===== config.mk =====
export PLATFORM = sky130hd
export DESIGN_NAME = debounced_event_counter
export DESIGN_NICKNAME = d
export VERILOG_FILES = /design/src/rtl/debounced_event_counter.sv
export SDC_FILE = /design/constraint.sdc
export NUM_CORES = 1
export LEC_CHECK = 0
export CAP_MARGIN = 10
export CORE_AREA = 5 5 83 85
export DETAILED_ROUTE_END_ITERATION = 16
export DIE_AREA = 0 0 88 90
export HOLD_SLACK_MARGIN = 0.08
export PLACE_DENSITY_LB_ADDON = 0.25
export RECOVER_POWER = 25
export SLEW_MARGIN = 20
export SYNTH_ARGS = -nofsm -noshare
export SYNTH_HDL_FRONTEND = slang
export SYNTH_SLANG_ARGS = --single-unit

===== constraint.sdc =====
create_clock -name clk -period 4.4 [get_ports clk]
set_clock_uncertainty 0.2 [all_clocks]
set_input_delay 0.44 -clock clk [delete_from_list [all_inputs] [get_ports clk]]
set_output_delay 0.44 -clock clk [all_outputs]
set_load 0.02 [all_outputs]

===== src/rtl/debounced_event_counter.sv =====
// Multi-channel key debounce, edge detect and event counter; one instance serves all keys.
// Optional raw (undebounced) rising-edge counters: define DEBOUNCED_EVENT_COUNTER_RAW_CNT_EN.
module debounced_event_counter #(
    parameter int CHANNELS  = 2,
    parameter int CNT_W     = 4,
    parameter int DB_TICKS  = 1000000,
    parameter int EDGE_MODE = 0,
    parameter int SATURATE  = 0
) (
    input  logic                      clk,
    input  logic                      reset_n,
    input  logic [CHANNELS-1:0]       sw,
    input  logic [CHANNELS-1:0]       clr,
    output logic [CHANNELS-1:0]       db,
    output logic [CHANNELS-1:0]       tick,
    output logic [CHANNELS-1:0]       max_tick,
`ifdef DEBOUNCED_EVENT_COUNTER_RAW_CNT_EN
    output logic [CHANNELS*CNT_W-1:0] raw_count,
`endif
    output logic [CHANNELS*CNT_W-1:0] count
);

    localparam int DBW = (DB_TICKS > 1) ? $clog2(DB_TICKS) : 1;
    localparam logic [DBW-1:0] DB_LAST = DBW'(DB_TICKS - 1);

    typedef enum logic [1:0] {ZERO, WAIT1, ONE, WAIT0} db_state_t;

    for (genvar g = 0; g < CHANNELS; g++) begin : g_ch
        logic [1:0]       sync;
        logic             s;
        db_state_t        state;
        logic [DBW-1:0]   stab;
        logic             db_r;
        logic             db_d;
        logic             rise;
        logic             fall;
        logic             ev;
        logic [CNT_W-1:0] cnt;

        always_ff @(posedge clk or negedge reset_n) begin
            if (!reset_n) begin
                sync <= '0;
            end else begin
                sync <= {sync[0], sw[g]};
            end
        end

        assign s = sync[1];

        // db is registered alongside the state so it is high exactly in ONE and WAIT0.
        always_ff @(posedge clk or negedge reset_n) begin
            if (!reset_n) begin
                state <= ZERO;
                stab  <= '0;
                db_r  <= 1'b0;
            end else begin
                case (state)
                    ZERO: begin
                        if (s) begin
                            state <= WAIT1;
                            stab  <= '0;
                        end
                    end
                    WAIT1: begin
                        if (!s) begin
                            state <= ZERO;
                        end else if (stab == DB_LAST) begin
                            state <= ONE;
                            db_r  <= 1'b1;
                        end else begin
                            stab <= stab + 1'b1;
                        end
                    end
                    ONE: begin
                        if (!s) begin
                            state <= WAIT0;
                            stab  <= '0;
                        end
                    end
                    WAIT0: begin
                        if (s) begin
                            state <= ONE;
                        end else if (stab == DB_LAST) begin
                            state <= ZERO;
                            db_r  <= 1'b0;
                        end else begin
                            stab <= stab + 1'b1;
                        end
                    end
                    default: begin
                        state <= ZERO;
                        db_r  <= 1'b0;
                    end
                endcase
            end
        end

        always_ff @(posedge clk or negedge reset_n) begin
            if (!reset_n) begin
                db_d <= 1'b0;
            end else begin
                db_d <= db_r;
            end
        end

        assign rise = db_r & ~db_d;
        assign fall = ~db_r & db_d;
        assign ev   = (EDGE_MODE == 0) ? rise :
                      (EDGE_MODE == 1) ? fall : (rise | fall);

        // clr wins over a simultaneous event; that event is dropped.
        always_ff @(posedge clk or negedge reset_n) begin
            if (!reset_n) begin
                cnt <= '0;
            end else if (clr[g]) begin
                cnt <= '0;
            end else if (ev) begin
                if (cnt == '1) begin
                    cnt <= (SATURATE != 0) ? cnt : '0;
                end else begin
                    cnt <= cnt + 1'b1;
                end
            end
        end

        assign db[g]                      = db_r;
        assign tick[g]                    = ev;
        assign count[g*CNT_W +: CNT_W]    = cnt;
        assign max_tick[g]                = (cnt == '1);

`ifdef DEBOUNCED_EVENT_COUNTER_RAW_CNT_EN
        logic             s_d;
        logic [CNT_W-1:0] raw_cnt;

        always_ff @(posedge clk or negedge reset_n) begin
            if (!reset_n) begin
                s_d     <= 1'b0;
                raw_cnt <= '0;
            end else begin
                s_d <= s;
                if (clr[g]) begin
                    raw_cnt <= '0;
                end else if (s & ~s_d) begin
                    if (raw_cnt == '1) begin
                        raw_cnt <= (SATURATE != 0) ? raw_cnt : '0;
                    end else begin
                        raw_cnt <= raw_cnt + 1'b1;
                    end
                end
            end
        end

        assign raw_count[g*CNT_W +: CNT_W] = raw_cnt;
`endif
    end

endmodule


Yosys cells after proc, flatten, opt, wreduce, memory -nomap -nowiden
Cells that the tools add are included.
W data, S select, Z words.
Word-level totals
  bits in registers: 60
  word-level logic and storage cells: 100
  output and inout bits: 14
  input port bits: 6
Cells by class
  equal/unequal tests: 26
  reductions and logical operators: 12
  bitwise operators: 4
  add/sub/neg operators: 4
  muxes and demuxes: 42
Operators with widths (count)
  $mux W20: 10
  $pmux W20 S4: 2
  $add A20 B1 Y20 const B: 2
  $eq A20 B20 Y1 const B: 2
  $mux W2: 12
  $mux W4: 6
  $ne A2 B2 Y1 const B: 12
  $pmux W2 S4: 2
  $reduce_and A4 Y1: 4
  $ne A3 B3 Y1 const B: 4
  $reduce_and A5 Y1: 2
  $add A4 B1 Y4 const B: 2
  $eq A2 B2 Y1 const B: 4
  $eq A4 B4 Y1 const B: 2
  $mux W1: 8
  $reduce_bool A2 Y1: 4
  $eq A2 B1 Y1 const B: 2
  $logic_not A2 Y1: 2
  $pmux W1 S2: 2
  $and A1 B1 Y1: 2
  $not A1 Y1: 2

Longest topological paths before layout
Gate-level depths: netlist of run 1.
  depth in word-level cells: 4
  depth in mapped cells: 8
  depth with buffers taken out: 6

Worst setup path after synthesis of run 1
No wires, ideal clock.
  path kind: register -> register
  start: reg g_ch[1].stab[13]
  end: reg g_ch[1].stab[17]
  library setup time: 67 ps
  arrival: 1865 ps
  setup slack: 2268 ps
  cell stages (with the launch flop): 8
  data required time: 4133 ps
  clock period less this slack: 2132 ps
  buffers on the path: 2
  cell sequence: dfrtp_1 -> or4b_1 -> or3_4 -> o21ai_4 -> buf_6 -> buf_12 -> nand2_1 -> nand3_2
On the way
  longest elaborated chain between the ends: 4
  elaborated cells on any way between the ends: 6
  those cells by class: add/sub: 1; eq/ne: 1; mux: 4
Ends and longest elaborated chain
  from (decl): RTL line 32  | logic [DBW-1:0] stab;
  from (signal assigned): RTL line 71  | stab <= stab + 1'b1;
  from (signal assigned): RTL line 87  | stab <= stab + 1'b1;
  $add A20 B1 Y20 or $eq A20 B20 Y1 (tied branches)
  $mux W20 *: RTL line 67, 83
  $mux W20 (on tied branches): RTL line 81, 65
  $pmux W20 S4 *: RTL line 57  | case (state)
Every way passes the cells marked *; elsewhere a longest branch is shown, timed or not. The select of a mux whose other input is x is not followed.
A chain may end at the register's enable or synchronous reset.

Worst setup path after layout of run 1
  start: reg g_ch[1].stab[13]
  end: reg g_ch[1].stab[19]
Same word-level chain as after synthesis.

==> key figures, run 1 <==
Status
  • Status: finished with violations
  • Violated checks: capacitance limit, slew limit

Detailed routing
  • Post-route DRC: 0
  • Detail Route Antenna Nets: 0
  • Vias: around 2,700
  • Drt initial violations: 139
  • DRT Pass-1 Iters: 4
  • Post-Route WL: 6.84 mm
  • DR vias/cell: 5.98
  • WL/cell: approximately 15 um

Global routing
  • Initial antenna violation count: 0
  • Largest net degree at the start of global routing: 32
  • Total track usage: a little under a fifth
  • Grt ovf: 0
  • First-pass GRT wire length: between 10 and 15 mm
  • Vias in the first global route: around 2,600

Clock tree
  • Worst skew pair latency: 0.34 ns
  • H-tree Lvls: 3
  • Post-CTS sizing: 0
  • Inserted Clock Buffers: 9
  • Clock buffer depth: 2
  • CTS tree: built
  • CTS Hold Bufs: 1
  • Root Buffer: clkbuf_8
  • CTS Sinks: 60
  • Clock slew at reported path FFs: approximately 0.07 ns
  • Post-CTS Setup Inserts: 0

STA
  • Slew Viols, Final: 32
  • Tcrit/Tclk final: around 58%
  • Fmax: approximately 0.39 GHz
  • Slew @ Worst Pin: ~1.7 ns
  • Final worst path period need: approximately 2.5 ns
  • RSZ-0062 raised after global routing: false
  • Final setup viols: 0
  • Setup_tns: 0 ns
  • Final Hold Fails: 0
  • Fin Hold WS: approximately 0.15 ns
  • Slew HR: -12.1%

Pwr
  • Pwr Density: 306 nW/um^2
  • Max VDD drop: roughly 0.00025 V
  • Pleak: ~1.5 nW

Logic synthesis
  • Number of distinct library cells after synthesis: 53
  • Yosys warnings: 0
  • EDFF count, synth: 0
  • Synth top area share: 46.2%
  • Most common cell in the netlist: dfrtp_1
  • Synth Area per Inst: around 9 um^2
  • #FFs+latches synth: 60
  • Syn nets: approximately 360
  • Async SR Flop Fraction: 100%
  • Most instantiated cells after synthesis: dfrtp_1, nand2_1, nor2_1
  • Yosys top cell by area: dfrtp_1
  • Post-Syn Instances: 352
  • Sequential element share of the synthesized area: approximately 46%
  • Cell area after synthesis: about 3200 um^2
  • Main synth FF type: dfrtp_1
  • Area contributors post-synth: dfrtp_1, nand2_1, mux2i_1

Setup path
  • WS Path Type: flop to flop
  • Crit path DAT: about 2.6 ns
  • Critical Path Fanout Max: 23
  • Critical Path RT: about 4.4 ns
  • Startpoint types: flop
  • CP Capture Type: flop

Layout
  • Design area: 3630 um^2
  • Post-layout nets: about 380
  • Layout cell share with drive strength beyond 1: 8.58%
  • Syn-to-layout area delta: 11.7%
  • Diode count: 0

Floorplanning
  • # rows: 29
  • Die Area: between 7000 and 8000 um^2
  • Die width: just under 90 um
  • Core Area: 6130 um^2
  • IO Pins: 20
  • Die Y: 90 um
  • Initial core utilization: between 50 and 60%

Run
  • Max-cap violations: 1

Place
  • Placed inst area: about 3400 um^2
  • Port Buffers: 19
  • Gp weighted congestion: around 0.83
  • Hpwl dp: between 4 and 5 mm

Worst hold path
  • Worst Hold Class: flop to flop
state kept, by name (all words and copies together) (netlist names), named ones only:
signal	flops
g_ch.db_d	2
g_ch.db_r	2
g_ch.sync	4
g_ch.stab	40
g_ch.cnt	8
g_ch.state	2
power by group:
group	switching, W	internal, W	total, W	leakage (nW)
logic	0.0000454	0.0000267	0.0000721	0.617
registers	0.0000244	0.000568	0.000593	0.819
clock network	0.000237	0.000207	0.000444	0.0896
kinds of logic after synthesis:
group | share of synthesized area [%]
AND/OR/NAND/NOR | 25.8
AO/OA/AOI/OAI | 15.8
flip-flops | 46.2
buffers and inverters | 4.12
multiplexers | 4.97
XOR/XNOR | 1.62
adder cells (fa/ha/maj) | 1.54
path summary, 6_finish.rpt:
path                                   from                to  slack, ns  cells after the start
max                        g_ch[1].stab[13]  g_ch[1].stab[19]       1.85                      5
min                         g_ch[1].sync[0]   g_ch[1].sync[1]       0.15                      0
max reg2reg                g_ch[1].stab[13]  g_ch[1].stab[19]       1.85                      5
min reg2reg                 g_ch[1].sync[0]   g_ch[1].sync[1]       0.15                      0
max in group asynchronous           reset_n  g_ch[1].stab[14]       1.94                      3
min in group asynchronous           reset_n   g_ch[1].stab[5]       0.86                      2
cells in the final DEF, fill, tap and decap left out, types with 3 or more instances in the layout:
master,synthesis,routed
dfrtp_1,60,60
nand2_1,52,52
nor2_1,31,31
o21ai_0,21,21
clkdlybuf4s50_1,0,16
nand3_1,15,15
mux2i_1,15,15
a21oi_1,11,11
nand4_1,10,10
nor3_1,10,10
clkbuf_8,0,9
and3_1,8,8
o41ai_1,7,7
inv_1,6,6
a31oi_1,6,6
nor4_1,5,5
o21ai_2,5,5
and2_1,5,5
o21ai_1,5,5
o31ai_1,5,5
or4_1,5,5
xor2_1,4,4
nand2b_1,4,4
ha_1,4,4
and4_1,3,3
o21a_1,3,3
clkinv_4,0,3
dlygate4sd3_1,0,3
buf_4,4,3
metal layers:
metal | global-route usage [%] | vias to the layer above | part of all wire, %
met5 | 0 | - | 0
met4 | 8.06 | 0 | 2.0
li1 | - | 1322 | -
met1 | 24.3 | 1296 | 43
met2 | 31.2 | 60 | 51
met3 | 3.11 | 12 | 3.9
through the flow:
stage               power [W]  instances  utilization (%)  setup WS, ns
floorplan            0.000646        352                -          2.27
global placement     0.000673        433             56.2          1.90
detailed placement   0.000677        433             56.2          1.85
CTS                   0.00112        450             59.2          1.84
global route          0.00116        450             59.2          1.56
finish                0.00111        450             59.2          1.85
final cells by class:
class | instances | area (um^2)
Multi-Input combinational cell | 267 | 1610
Clock buffer | 9 | 124
Tap cell | 77 | 96.3
Sequential cell | 60 | 1500
Timing Repair Buffer | 23 | 216
Fill cell | 531 | 2500
Inverter | 7 | 26.3
Clock inverter | 7 | 52.6
critical path, stage by stage, from the launching register on:
cell	delay (ns)
dfrtp_1	0.45
or4b_1	0.53
or3_4	0.39
o21ai_4	0.50
nor4b_1	0.11
a211o_1	0.24
Note: power is estimated with default switching activity, not from simulation.
==> inputs of run 2 (changes only) <==
- clock period: 4.4 -> 2.6 ns (I/O delays scaled with it)
==> key figures, run 2 (same netlist as run 1, synthesis figures left out) <==
Layout
  • Most common cell after layout, fill and taps aside: dfrtp_1 (unchanged)
  • Commonest non-fill, non-tap cells in the layout: dfrtp_1, nand2_1, nor2_1, o21ai_0, clkdlybuf4s50_1 (unchanged)
  • Fill cells: 524 (was 531)
  • Diode count: 0 (unchanged)
  • Syn-to-layout area delta: 16.4% (was 11.7%)
  • Top Registers: g_ch.stab (40), g_ch.cnt (8), g_ch.sync (4) (unchanged)
  • Largest register FFs: 40 (unchanged)
  • Final Non-Filler Cells: 459 (was 450)
  • Fin util: 61.7% (was 59.2%)
  • Post-layout nets: 387 (was 378)
  • Largest Register: g_ch.stab (unchanged)
  • Layout cell share with drive strength beyond 1: 10.7% (was 8.58%)

Setup path
  • Critical Path RT: 2.63 ns (was 4.43 ns)
  • Critical Path Fanout Max: 17 (was 23)
  • CP Capture Type: flop (unchanged)
  • Startpoint types: flop (unchanged)
  • Crit path DAT: 2.36 ns (was 2.57 ns)
  • WS Path Type: flop to flop (unchanged)

Clock tree
  • Post-CTS Setup Inserts: 0 (unchanged)
  • Root Buffer: clkbuf_8 (unchanged)
  • CTS tree: built (unchanged)
  • Worst skew pair latency: 0.34 ns (about the same)
  • CTS Sinks: 60 (unchanged)
  • Clock buffer depth: 2 (unchanged)
  • Clock slew at reported path FFs: 0.08 ns (was 0.07 ns)
  • Inserted Clock Buffers: 9 (unchanged)
  • H-tree Lvls: 3 (unchanged)

Worst hold path
  • Worst Hold Class: flop to flop (unchanged)

Floorplanning
  • Initial core utilization: 53.0% (unchanged)
  • Die Y: 90 um (unchanged)
  • Core Area: 6130 um^2 (unchanged)
  • IO Pins: 20 (unchanged)
  • # rows: 29 (unchanged)
  • Die Area: 7920 um^2 (unchanged)
  • Die width: 88 um (unchanged)

Pwr
  • Switching power share of the total: 24.0% (was 27.7%)
  • Pwr Density: 560 nW/um^2 (was 306 nW/um^2)
  • Clock share of power: 46.4% (was 40.0%)
  • Sequential power share: 47.3% (was 53.5%)
  • Total Power: 0.00212 W (was 0.00111 W)
  • Internal: 0.00161 W (was 0.000802 W)
  • Pleak: 1.60 nW (was 1.53 nW)
  • NetSw: 0.000508 W (was 0.000307 W)
  • Combinational Power Share: 6.3% (was 6.5%)
  • Max VDD drop: 0.000659 V (was 0.000247 V)

Global routing
  • Largest net degree at the start of global routing: 32 (unchanged)
  • Total track usage: 18.1% (was 19.0%)
  • Initial antenna violation count: 0 (unchanged)
  • Vias in the first global route: 2,467 (was 2,631)
  • Grt ovf: 0 (unchanged)
  • First-pass GRT wire length: 11.5 mm (was 12.2 mm)

Detailed routing
  • Post-Route WL: 6.84 mm (about the same)
  • DRT Pass-1 Iters: 4 (unchanged)
  • WL/cell: 14.9 um (was 15.2 um)
  • Vias: 2,683 (was 2,690)
  • Detail Route Antenna Nets: 0 (unchanged)
  • Post-route DRC: 0 (unchanged)
  • DR vias/cell: 5.85 (was 5.98)
  • Drt initial violations: 170 (was 139)

Place
  • Placed cells: 442 (was 433)
  • Gp weighted congestion: 0.822 (was 0.835)
  • Hpwl dp: 4.82 mm (was 4.67 mm)
  • Port Buffers: 19 (unchanged)

STA
  • RSZ-0062 raised after global routing: false (unchanged)
  • Slew HR: -9.56% (was -12.1%)
  • Setup_tns: 0 ns (unchanged)
  • Final worst path period need: 2.33 ns (was 2.55 ns)
  • Fmax: 0.430 GHz (was 0.393 GHz)
  • Final setup viols: 0 (unchanged)
  • Slew @ Worst Pin: 1.64 ns (was 1.68 ns)
  • Slew Viols, Final: 30 (was 32)
  • Final Hold Fails: 0 (unchanged)
  • Tcrit/Tclk final: 89.5% (was 57.9%)

Status
  • Status: finished with violations (unchanged)
  • Violated checks: capacitance limit, slew limit (unchanged)

Run
  • Max-cap violations: 1 (unchanged)
[run 2: cell count changes in the layout (fill, tap and decap cells not counted), sizes merged]
cell,previous run,this run
clkbuf,10,12
clkinvlp,1,2
buf,3,12
inv,8,7
clkinv,5,1
bufinv,0,2
[run 2: per-stage QoR]
stage                     hold WS (ns)  setup WS (ns)  area [um^2]
after CTS                        0.151          0.275         3780
after floorplan                 -0.236          0.468         3250
after global placement           0.132          0.324         3540
after global routing             0.167          0.196         3780
after detailed placement         0.137          0.278         3540
final                            0.156          0.273         3780
[run 2: worst paths after layout]
| path | start | end | slack [ns] | cells after the start |
|---|---|---|---|---|
| min in group asynchronous | reset_n | g_ch[1].stab[15] | 0.67 | 2 |
| worst max-delay path | g_ch[1].stab[13] | g_ch[1].stab[17] | 0.27 | 6 |
| worst min register to register | g_ch[0].sync[0] | g_ch[0].sync[1] | 0.16 | 0 |
| worst min-delay path | g_ch[0].sync[0] | g_ch[0].sync[1] | 0.16 | 0 |
| max in group asynchronous | reset_n | g_ch[0].stab[8] | 0.57 | 2 |
| worst max register to register | g_ch[1].stab[13] | g_ch[1].stab[17] | 0.27 | 6 |
[run 2: final cells by class]
type	instances	area [um^2]	share of cell area, %
well taps	77	96.3	2.55
flip-flops and latches	60	1500	39.7
clock inverters	5	83.8	2.22
repair buffers	32	309	8.17
inverters	7	26.3	0.695
multi-input cells	267	1610	42.7
clock buffers	11	151	4.00
[run 2: power by group through the flow]
stage	Clock, W	Sequential [W]	Combinational, W
after global routing	0.00105	0.00101	0.000151
after detailed placement	0	0.00102	0.000136
final	0.000983	0.00100	0.000133
after floorplan	0	0.00101	0.0000849
after CTS	0.00100	0.00100	0.000137
after global placement	0	0.00102	0.000133
[run 2: timing repair]
item                      4_1_cts  5_1_grt
hold buffers                    1        0
hold endpoints to repair       29        0
gates resized for setup         0        0
[run 2: critical path, cell delays in order, from the launching register on]
cell and delay, ns:
dfrtp_1 0.44, or4b_1 0.54, or3_4 0.40, o21ai_4 0.25, buf_12 0.19, or4_1 0.14
nand3_2 0.07
[run 2: per-layer routing]
layer  up-vias  part of all wire, %  track usage, %
met5         -                    0               0
met4         0                  1.1            6.65
met3         7                  4.5            3.93
met2        64                   50            28.9
met1      1274                   44            23.9
li1       1338                    -               -
==> inputs of run 3 (changes only) <==
==> constraint.sdc (replaced) <==
create_clock -name clk -period 2.6 [get_ports clk]
set_clock_uncertainty 0.2 [all_clocks]
set_input_delay 0.78 -clock clk [delete_from_list [all_inputs] [get_ports clk]]
set_output_delay 0.78 -clock clk [all_outputs]
set_load 0.02 [all_outputs]
==> key figures, run 3 (same netlist as run 1, synthesis figures left out) <==
Status
  • Status: completed (was finished with violations)

Detailed routing
  • Post-Route WL: 6.85 mm (was 6.84 mm)
  • DRT Pass-1 Iters: 4 (unchanged)
  • Detail Route Antenna Nets: 0 (unchanged)
  • Drt initial violations: 139 (was 170)
  • Vias: 2,675 (was 2,683)
  • WL/cell: 14.9 um (about the same)
  • Post-route DRC: 0 (unchanged)
  • DR vias/cell: 5.82 (was 5.85)

STA
  • Final Hold Fails: 0 (unchanged)
  • Setup_tns: 0 ns (unchanged)
  • Slew @ Worst Pin: 1.13 ns (was 1.64 ns)
  • Final worst path period need: 2.48 ns (was 2.33 ns)
  • RSZ-0062 raised after global routing: false (unchanged)
  • Slew HR: 24.7% (was -9.56%)
  • Slew Viols, Final: 0 (was 30)
  • Final WS setup: 0.121 ns (was 0.273 ns)
  • Final setup viols: 0 (unchanged)
  • Fmax: 0.403 GHz (was 0.430 GHz)
  • Fin Hold WS: 0.152 ns (was 0.156 ns)
  • Tcrit/Tclk final: 95.3% (was 89.5%)

Pwr
  • Internal: 0.00165 W (was 0.00161 W)
  • Clock share of power: 47.5% (was 46.4%)
  • Sequential power share: 46.4% (was 47.3%)
  • Max VDD drop: 0.000407 V (was 0.000659 V)
  • Switching power share of the total: 23.3% (was 24.0%)
  • Combinational Power Share: 6.1% (was 6.3%)
  • Pleak: 1.65 nW (was 1.60 nW)
  • NetSw: 0.000503 W (was 0.000508 W)
  • Pwr Density: 572 nW/um^2 (was 560 nW/um^2)

Clock tree
  • Root Buffer: clkbuf_8 (unchanged)
  • Post-CTS Setup Inserts: 0 (unchanged)
  • CTS Sinks: 60 (unchanged)
  • CTS tree: built (unchanged)
  • Clock buffer depth: 2 (unchanged)
  • Worst skew pair latency: 0.33 ns (was 0.34 ns)
  • Clock slew at reported path FFs: 0.07 ns (was 0.08 ns)
  • H-tree Lvls: 3 (unchanged)
  • Inserted Clock Buffers: 9 (unchanged)

Layout
  • Fill cells: 521 (was 524)
  • Final Non-Filler Cells: 460 (was 459)
  • Largest Register: g_ch.stab (unchanged)
  • Syn-to-layout area delta: 16.0% (was 16.4%)
  • Largest register FFs: 40 (unchanged)
  • Diode count: 0 (unchanged)
  • Most common cell after layout, fill and taps aside: dfrtp_1 (unchanged)
  • Commonest non-fill, non-tap cells in the layout: dfrtp_1, nand2_1, nor2_1, o21ai_0 (was dfrtp_1, nand2_1, nor2_1, o21ai_0, clkdlybuf4s50_1)
  • Top Registers: g_ch.stab (40), g_ch.cnt (8), g_ch.sync (4) (unchanged)
  • Post-layout nets: 388 (was 387)
  • Layout cell share with drive strength beyond 1: 11.0% (was 10.7%)

Floorplanning
  • Die width: 88 um (unchanged)
  • Initial core utilization: 53.0% (unchanged)
  • Die Area: 7920 um^2 (unchanged)
  • IO Pins: 20 (unchanged)
  • Die Y: 90 um (unchanged)
  • # rows: 29 (unchanged)
  • Core Area: 6130 um^2 (unchanged)

Setup path
  • WS Path Type: flop to output port (was flop to flop)
  • Crit-path cells: ha_1, and3_1, dlygate4sd2_1 (was or4b_1, or3_4, o21ai_4, buf_12, or4_1, nand3_2)
  • CP Capture Type: output port (was flop)
  • Critical Path RT: 1.62 ns (was 2.63 ns)
  • Slowest Stage Delay on Critical Path: 0.43 ns (was 0.54 ns)
  • Crit path max-delay family: flip-flops (was simple AND/OR/NAND/NOR gates)
  • Crit path max-delay cell type: dfrtp_1 (was or4b_1)
  • Startpoint types: flop (unchanged)
  • Crit path DAT: 1.50 ns (was 2.36 ns)
  • Critical Path Fanout Max: 6 (was 17)
  • Buffers and inverters on the worst path: 1 (unchanged)

Place
  • Placed cells: 444 (was 442)
  • Pre-CTS setup slack: 0.206 ns (was 0.278 ns)
  • Gp weighted congestion: 0.828 (was 0.822)
  • Hpwl dp: 4.72 mm (was 4.82 mm)
  • Port Buffers: 19 (unchanged)

Global routing
  • Initial antenna violation count: 0 (unchanged)
  • First-pass GRT wire length: 12.2 mm (was 11.5 mm)
  • Largest net degree at the start of global routing: 40 (was 32)
  • Grt ovf: 0 (unchanged)
  • Vias in the first global route: 2,637 (was 2,467)
  • Total track usage: 18.9% (was 18.1%)

Run
  • Max-cap violations: 0 (was 1)

Worst hold path
  • Worst Hold Class: flop to flop (unchanged)
## run 3: changes by cell type in the layout (fill, tap and decap cells not counted), moves of 2 or more
cell | previous run | this run
buf_12 | 2 | 0
dlymetal6s2s_1 | 0 | 2
buf_4 | 10 | 13
dlygate4sd2_1 | 0 | 2
clkbuf_8 | 11 | 9
clkdlybuf4s50_1 | 16 | 12
## run 3: final timing paths
kind | to | cells after the start | start | slack [ns]
worst max-delay path | max_tick[0] | 3 | g_ch[0].cnt[0] | 0.12
worst min-delay path | g_ch[1].sync[1] | 0 | g_ch[1].sync[0] | 0.15
worst max register to register | g_ch[1].stab[17] | 6 | g_ch[1].stab[13] | 0.31
worst min register to register | g_ch[1].sync[1] | 0 | g_ch[1].sync[0] | 0.15
max in group asynchronous | g_ch[0].stab[7] | 2 | reset_n | 0.54
min in group asynchronous | g_ch[1].stab[1] | 1 | reset_n | 0.45
## run 3: cell type report
| class | count | area, um^2 | area share [%] |
|---|---|---|---|
| clock inverter | 6 | 111 | 2.96 |
| multi-input combinational | 267 | 1610 | 42.8 |
| tap | 77 | 96.3 | 2.56 |
| sequential | 60 | 1500 | 39.9 |
| inverter | 7 | 26.3 | 0.697 |
| clock buffer | 10 | 128 | 3.39 |
| timing repair buffer | 33 | 292 | 7.74 |
## run 3: worst reg2reg max path: cells and delay by family (launching register included)
kind                   cells  cell delay, ns
DFF                        1            0.45
buffers and inverters      1            0.22
AOI/OAI and AO/OA          1            0.16
and+or+nand+nor            4            1.16
## run 3: metal layers
metal / up-vias / global-route usage [%] / wire length (um)
li1: 1336 / - / -
met1: 1280 / 25.3 / 3150
met2: 51 / 30.2 / 3380
met3: 8 / 3.38 / 234
met4: 0 / 7.29 / 79
met5: - / 0 / 0
## run 3: power groups by stage
stage               logic [W]  clock network [W]  registers [W]
floorplan           0.0000849                  0        0.00101
global placement     0.000133                  0        0.00102
detailed placement   0.000137                  0        0.00102
CTS                  0.000137            0.00104       0.000999
global route         0.000152            0.00109        0.00100
finish               0.000131            0.00102        0.00100
## run 3: timing repair
| item | in CTS | in global routing |
|---|---|---|
| resized for setup | 2 | 2 |
| cloned | 0 | 0 |
| endpoints found under the setup margin | 2 | 2 |
| pin swaps | 0 | 0 |
| hold buffers | 0 | 0 |
## run 3: through the flow
step	power (W)	util [%]	instance area [um^2]
floorplan	0.00109	-	3250
global placement	0.00115	57.7	3540
detailed placement	0.00115	57.7	3540
CTS	0.00218	61.6	3780
global route	0.00224	61.4	3770
finish	0.00215	61.4	3770
